$ cat src/rtl/inv_sbox_lookup.sv
// inv_sbox_lookup
//
// This block builds an inverse S-box from the forward S-box load stream and
// then answers inverse-substitution lookups.
//
// LOAD mode:
//   The block receives the forward table in index order, one entry per
//   load_en beat, and writes inv[load_data] = index.
//   After LOAD_COUNT beats it moves to SERVE mode.
//
// SERVE mode:
//   Each accepted lookup returns inv[in_data] one cycle later through a
//   registered output.
//
// Handshake (both sides):
//   A beat transfers on a rising edge where valid && ready.
//   The source holds valid and data stable until it sees ready.
//   The sink's ready does not depend on valid.
//
// Optional build macro INV_SBOX_DUPCHK_EN:
//   Tracks which S-box values have already been loaded.
//   Latches dup_err when a value is loaded twice.
//   Without the macro, dup_err is tied low.
//
// Ports:
//   clk        rising-edge clock
//   rst_n      asynchronous active-low reset
//   clear      synchronous restart into LOAD (the table is kept)
//   load_en    load beat strobe
//   load_data  forward S-box value for the current index
//   load_done  high while in SERVE mode (registered)
//   in_valid   lookup request valid
//   in_data    byte to inverse-substitute
//   in_ready   lookup request can be accepted
//   out_valid  result valid
//   out_data   inverse-substituted byte
//   out_ready  downstream accepts the result
//   dup_err    duplicate S-box value seen during load
module inv_sbox_lookup #(
  parameter int DATA_W     = 8,
  parameter int LOAD_COUNT = 256
) (
  input  logic              clk,
  input  logic              rst_n,
  input  logic              clear,
  input  logic              load_en,
  input  logic [DATA_W-1:0] load_data,
  output logic              load_done,
  input  logic              in_valid,
  input  logic [DATA_W-1:0] in_data,
  output logic              in_ready,
  output logic              out_valid,
  output logic [DATA_W-1:0] out_data,
  input  logic              out_ready,
  output logic              dup_err
);

  localparam int DEPTH = 1 << DATA_W;
  localparam logic [DATA_W:0] LAST_IDX = (DATA_W+1)'(LOAD_COUNT - 1);

  typedef enum logic {
    ST_LOAD  = 1'b0,
    ST_SERVE = 1'b1
  } state_t;

  state_t            state;
  state_t            state_nxt;
  logic [DATA_W:0]   idx;
  logic [DATA_W:0]   idx_nxt;
  logic              load_done_nxt;
  logic              write_en;
  logic              accept;

  logic [DATA_W-1:0] inv_tbl [DEPTH];

  // A load beat only counts in LOAD mode.
  // A clear in the same cycle overrides it.
  assign write_en = (state == ST_LOAD) && load_en && !clear;

  // Ready depends only on registered state, clear and out_ready.
  // It never depends on in_valid.
  assign in_ready = (state == ST_SERVE) && !clear && (!out_valid || out_ready);
  assign accept   = in_valid && in_ready;

  // ---------------------------------------------------------------------------
  // FSM: state register
  // ---------------------------------------------------------------------------
  always_ff @(posedge clk or negedge rst_n) begin
    if (!rst_n) begin
      state     <= ST_LOAD;
      idx       <= '0;
      load_done <= 1'b0;
    end else begin
      state     <= state_nxt;
      idx       <= idx_nxt;
      load_done <= load_done_nxt;
    end
  end

  // ---------------------------------------------------------------------------
  // FSM: next state and load index
  // ---------------------------------------------------------------------------
  always_comb begin
    state_nxt     = state;
    idx_nxt       = idx;
    load_done_nxt = load_done;
    if (clear) begin
      state_nxt     = ST_LOAD;
      idx_nxt       = '0;
      load_done_nxt = 1'b0;
    end else begin
      case (state)
        ST_LOAD: begin
          if (load_en) begin
            idx_nxt = idx + 1'b1;
            if (idx == LAST_IDX) begin
              state_nxt     = ST_SERVE;
              load_done_nxt = 1'b1;
            end
          end
        end
        ST_SERVE: begin
          // In SERVE mode load_en is ignored.
          // The state holds until clear or reset.
          state_nxt = ST_SERVE;
        end
        default: begin
          state_nxt = ST_LOAD;
        end
      endcase
    end
  end

  // ---------------------------------------------------------------------------
  // Inverse table
  //   Writes happen only in LOAD mode.
  //   Reads are used only in SERVE mode, so reads and writes never collide.
  //   A duplicate load value overwrites its entry (last write wins).
  // ---------------------------------------------------------------------------
  always_ff @(posedge clk or negedge rst_n) begin
    if (!rst_n) begin
      for (int i = 0; i < DEPTH; i++) begin
        inv_tbl[i] <= '0;
      end
    end else if (write_en) begin
      inv_tbl[load_data] <= idx[DATA_W-1:0];
    end
  end

  // ---------------------------------------------------------------------------
  // Registered lookup output
  //   clear drops any pending result.
  //   out_data keeps its last value because it only matters while out_valid.
  // ---------------------------------------------------------------------------
  always_ff @(posedge clk or negedge rst_n) begin
    if (!rst_n) begin
      out_valid <= 1'b0;
      out_data  <= '0;
    end else if (clear) begin
      out_valid <= 1'b0;
    end else if (accept) begin
      out_valid <= 1'b1;
      out_data  <= inv_tbl[in_data];
    end else if (out_ready) begin
      out_valid <= 1'b0;
    end
  end

  // ---------------------------------------------------------------------------
  // Duplicate detection
  // ---------------------------------------------------------------------------
`ifdef INV_SBOX_DUPCHK_EN
  logic [DEPTH-1:0] seen;
  logic             dup_err_q;

  always_ff @(posedge clk or negedge rst_n) begin
    if (!rst_n) begin
      seen      <= '0;
      dup_err_q <= 1'b0;
    end else if (clear) begin
      seen      <= '0;
      dup_err_q <= 1'b0;
    end else if (write_en) begin
      seen[load_data] <= 1'b1;
      if (seen[load_data]) begin
        dup_err_q <= 1'b1;
      end
    end
  end

  assign dup_err = dup_err_q;
`else
  assign dup_err = 1'b0;
`endif

endmodule

$ cat config.mk
export PLATFORM = sky130hd
export DESIGN_NAME = inv_sbox_lookup
export DESIGN_NICKNAME = d
export VERILOG_FILES = /design/src/rtl/inv_sbox_lookup.sv
export SDC_FILE = /design/constraint.sdc
export NUM_CORES = 2
export LEC_CHECK = 0
export CORE_MARGIN = 2
export CORE_UTILIZATION = 50
export CTS_CLUSTER_SIZE = 30
export DETAILED_ROUTE_END_ITERATION = 8
export GPL_TIMING_DRIVEN = 0
export PLACE_DENSITY = 0.73
export SKIP_LAST_GASP = 1
export SYNTH_ARGS = -nofsm -noshare
export SYNTH_HDL_FRONTEND = slang
export SYNTH_SLANG_ARGS = --single-unit
$ cat constraint.sdc
create_clock -name clk -period 4.4 [get_ports clk]
set_input_delay 0.44 -clock clk [delete_from_list [all_inputs] [get_ports clk]]
set_output_delay 0.44 -clock clk [all_outputs]
set_load 0.01 [all_outputs]
==> results_dict.tcl <==
set metrics [dict create \
    instances_no_fill 9373 \
    cts_buffers 209 \
    place_hpwl_um 272000 \
    grt_first_pass_wirelength_um 533000 \
    final_net_count 6688 \
    hold_viol 0 \
    worstSetupStartpointType "primary input" \
    ys_async_sr_fraction_pct 100 \
    clkLatencyLatePin_ps 900 \
    worstSetupPathType "primary input to flip-flop" \
    grt_usage_pct 40.7 \
    grt_overflow_total 0 \
    die_w_um 440 \
    drc 1 \
    chipHeight_um 440 \
    routed.top_layer "met5" \
    synth_nets 6422 \
    yosys_warnings 0 \
    arrival_ps 5460 \
    fin_area_sq_um 106000 \
    wl_um 395000 \
    cap_viol_max_count 11 \
    die-area_sq_um 193000 \
    synth_edf_count 0 \
    ios 34 \
    fin_util_pct 56.4 \
    rsz0062_at_grt "false" \
    netlist_area_sq_um 94800 \
    clock_skew_ps 40.3 \
    ys_seq_elements 2068 \
    required_ps 5160 \
    wl_met1_um 142000 \
    hp-class "primary input to async pin" \
    dpl_cell_area_sq_um 98800 \
    multiInputGateArea_sq_um 40600 \
    seqCellArea_sq_um 51700 \
    synthFlopType "dfrtp_1" \
    gp_congestion 1.06 \
    post_cts.repair.setup_buffers 0 \
    setup_viol 400 \
    cts_tree "yes" \
    slew_violations 90 \
    place_inst 8947 \
    cts.sinks 2068 \
    firstDrtPassIters 9 \
    final.fill_count 15100 \
    period_share_pct 107 \
    fin_crit_ps 4700 \
    syn_to_final_growth_pct 11.8 \
    clock-root-buffer "clkbuf_16" \
    ir_drop_mv 0.321 \
    dr_total_vias 66100 \
    worst_slack_ps -297 \
    final_cell_mix "dfrtp_1 (2068), mux2_2 (2037), clkbuf_1 (370)" \
    clk_pin_slew_ps 60 \
    violations "DRC, capacitance limit, slew limit, setup timing" \
    port_buffers 30 \
    mostFrequentLayoutCell "dfrtp_1" \
    power_density_nw_per_um2 382 \
    worstSetupEndpointType "flip-flop" \
    tightest_slew_ps 1760 \
    reg2reg_slack_ps -260 \
    core_area_sq_um 188000 \
    h-tree-depth 4 \
    grt_pass1_vias 63700 \
    wl_per_cell_um 42.1 \
    layout-drive-gt1-share_pct 43.1 \
    leakagePower_nw 51.1 \
    slew_headroom_pct -17.6 \
    vias_per_cell 7.06 \
    postSynthCellCount 6398 \
    grt_start_max_net_pins 189 \
    synth.distinct_cells 67 \
    outcome "finished with violations" \
    met2_length_um 160000 \
    rows 159 \
    start_util_pct 50.4 \
    antenna_found_initial 46 \
    holdWs_ps 150 \
    max_freq_mhz 213 \
    clk_path_buf_depth 3 \
    synth_area_per_cell_sq_um 14.8 \
    ant_nets 0 \
    ys_seq_area_share_pct 54.6 \
    worstPathMaxFanout 10 \
    wl_met3_um 57100 \
    drt_iter0_markers 9950 \
]
[timing repair]
action                                  in CTS  in global routing
hold buffers                                 1                  0
gates resized for setup                     14                  4
hold endpoints to repair                   106                  0
endpoints found under the setup margin     236                  2
[layer usage]
metal / vias up / track usage, %
met2: 5253 / 54.7
met1: 35000 / 51.0
li1: 24400 / -
met3: 1423 / 18.6
met4: 20 / 30.6
met5: - / 0.868
[stage by stage]
step	setup TNS [ps]	worst slack [ps]	power [W]
after floorplan	0	1970	0.0204
after global placement	-	-88220	0.0219
after detailed placement	-352960	-1520	0.0220
after CTS	0	65.3	0.0403
after global routing	0	8.73	0.0412
final	-43770	-297	0.0405
[critical path, cell delays in order]
cell	delay, ps
clkdlybuf4s50_1	670
clkbuf_1	740
and2_1	220
clkbuf_1	670
nand2_1	580
a2111oi_0	1280
a21oi_1	140
nand3_1	130
or3_1	420
nand3_1	140
[worst paths after layout]
kind                                            from                         to  depth (start not counted)
max                                       in_data[5]    out_data[5]$_DFFE_PN0P_                         10
min                                            rst_n    inv_tbl[42]$_DFFE_PN0P_                          2
max reg2reg                          state$_DFF_PN0_   inv_tbl[697]$_DFFE_PN0P_                          8
min reg2reg                inv_tbl[1468]$_DFFE_PN0P_  inv_tbl[1468]$_DFFE_PN0P_                          1
max in group asynchronous                      rst_n  inv_tbl[2046]$_DFFE_PN0P_                          6
min in group clk                           out_ready      out_valid$_DFFE_PN0P_                          3
[cells in the mapped netlist (28+ instances only)]
library cell / count / area share [%]
a211oi_1: 41 / 0.32
a21oi_1: 73 / 0.39
buf_2: 48 / 0.25
buf_4: 46 / 0.36
buf_6: 38 / 0.45
clkbuf_1: 320 / 1.3
dfrtp_1: 2068 / 55
mux2_2: 2037 / 24
mux2i_1: 347 / 3.7
mux4_2: 336 / 8.0
nand2_1: 330 / 1.3
nand3_1: 28 / 0.15
nor2_1: 92 / 0.36
nor2_2: 41 / 0.27
nor3_1: 44 / 0.23
o21ai_0: 60 / 0.32
o221ai_1: 55 / 0.51
o22ai_1: 115 / 0.76
[sequential cells by signal, summed over array words and instances (netlist names)]
name,count
state,1
load_done,1
out_valid,1
out_data,8
inv_tbl,2048
idx,9
[report_power, final]
| group | switching [W] | internal, W | total (W) |
|---|---|---|---|
| Sequential | 0.0000353 | 0.0191 | 0.0191 |
| Combinational | 0.00216 | 0.000535 | 0.00270 |
| Clock | 0.00809 | 0.0106 | 0.0187 |
| Total | 0.0103 | 0.0302 | 0.0405 |
[final cells by class]
| cell class | count | share of cell area, % |
|---|---|---|
| sequential | 2068 | 48.8 |
| timing repair buffer | 56 | 0.776 |
| inverter | 5 | 0.0248 |
| buffer | 489 | 2.46 |
| clock inverter | 64 | 0.861 |
| tap | 2495 | 2.94 |
| antenna | 38 | 0.0896 |
| clock buffer | 323 | 5.83 |
| multi-input combinational | 3835 | 38.2 |
[kinds of logic after synthesis]
group,synth area share (%)
xor+xnor,0.0462
other cells,0.00395
simple gates,2.91
mux,36.5
buf+inv,2.74
flops,54.6
compound gates,3.24
fa+ha+maj,0.0264
Note: power is estimated with default switching activity, not from simulation.
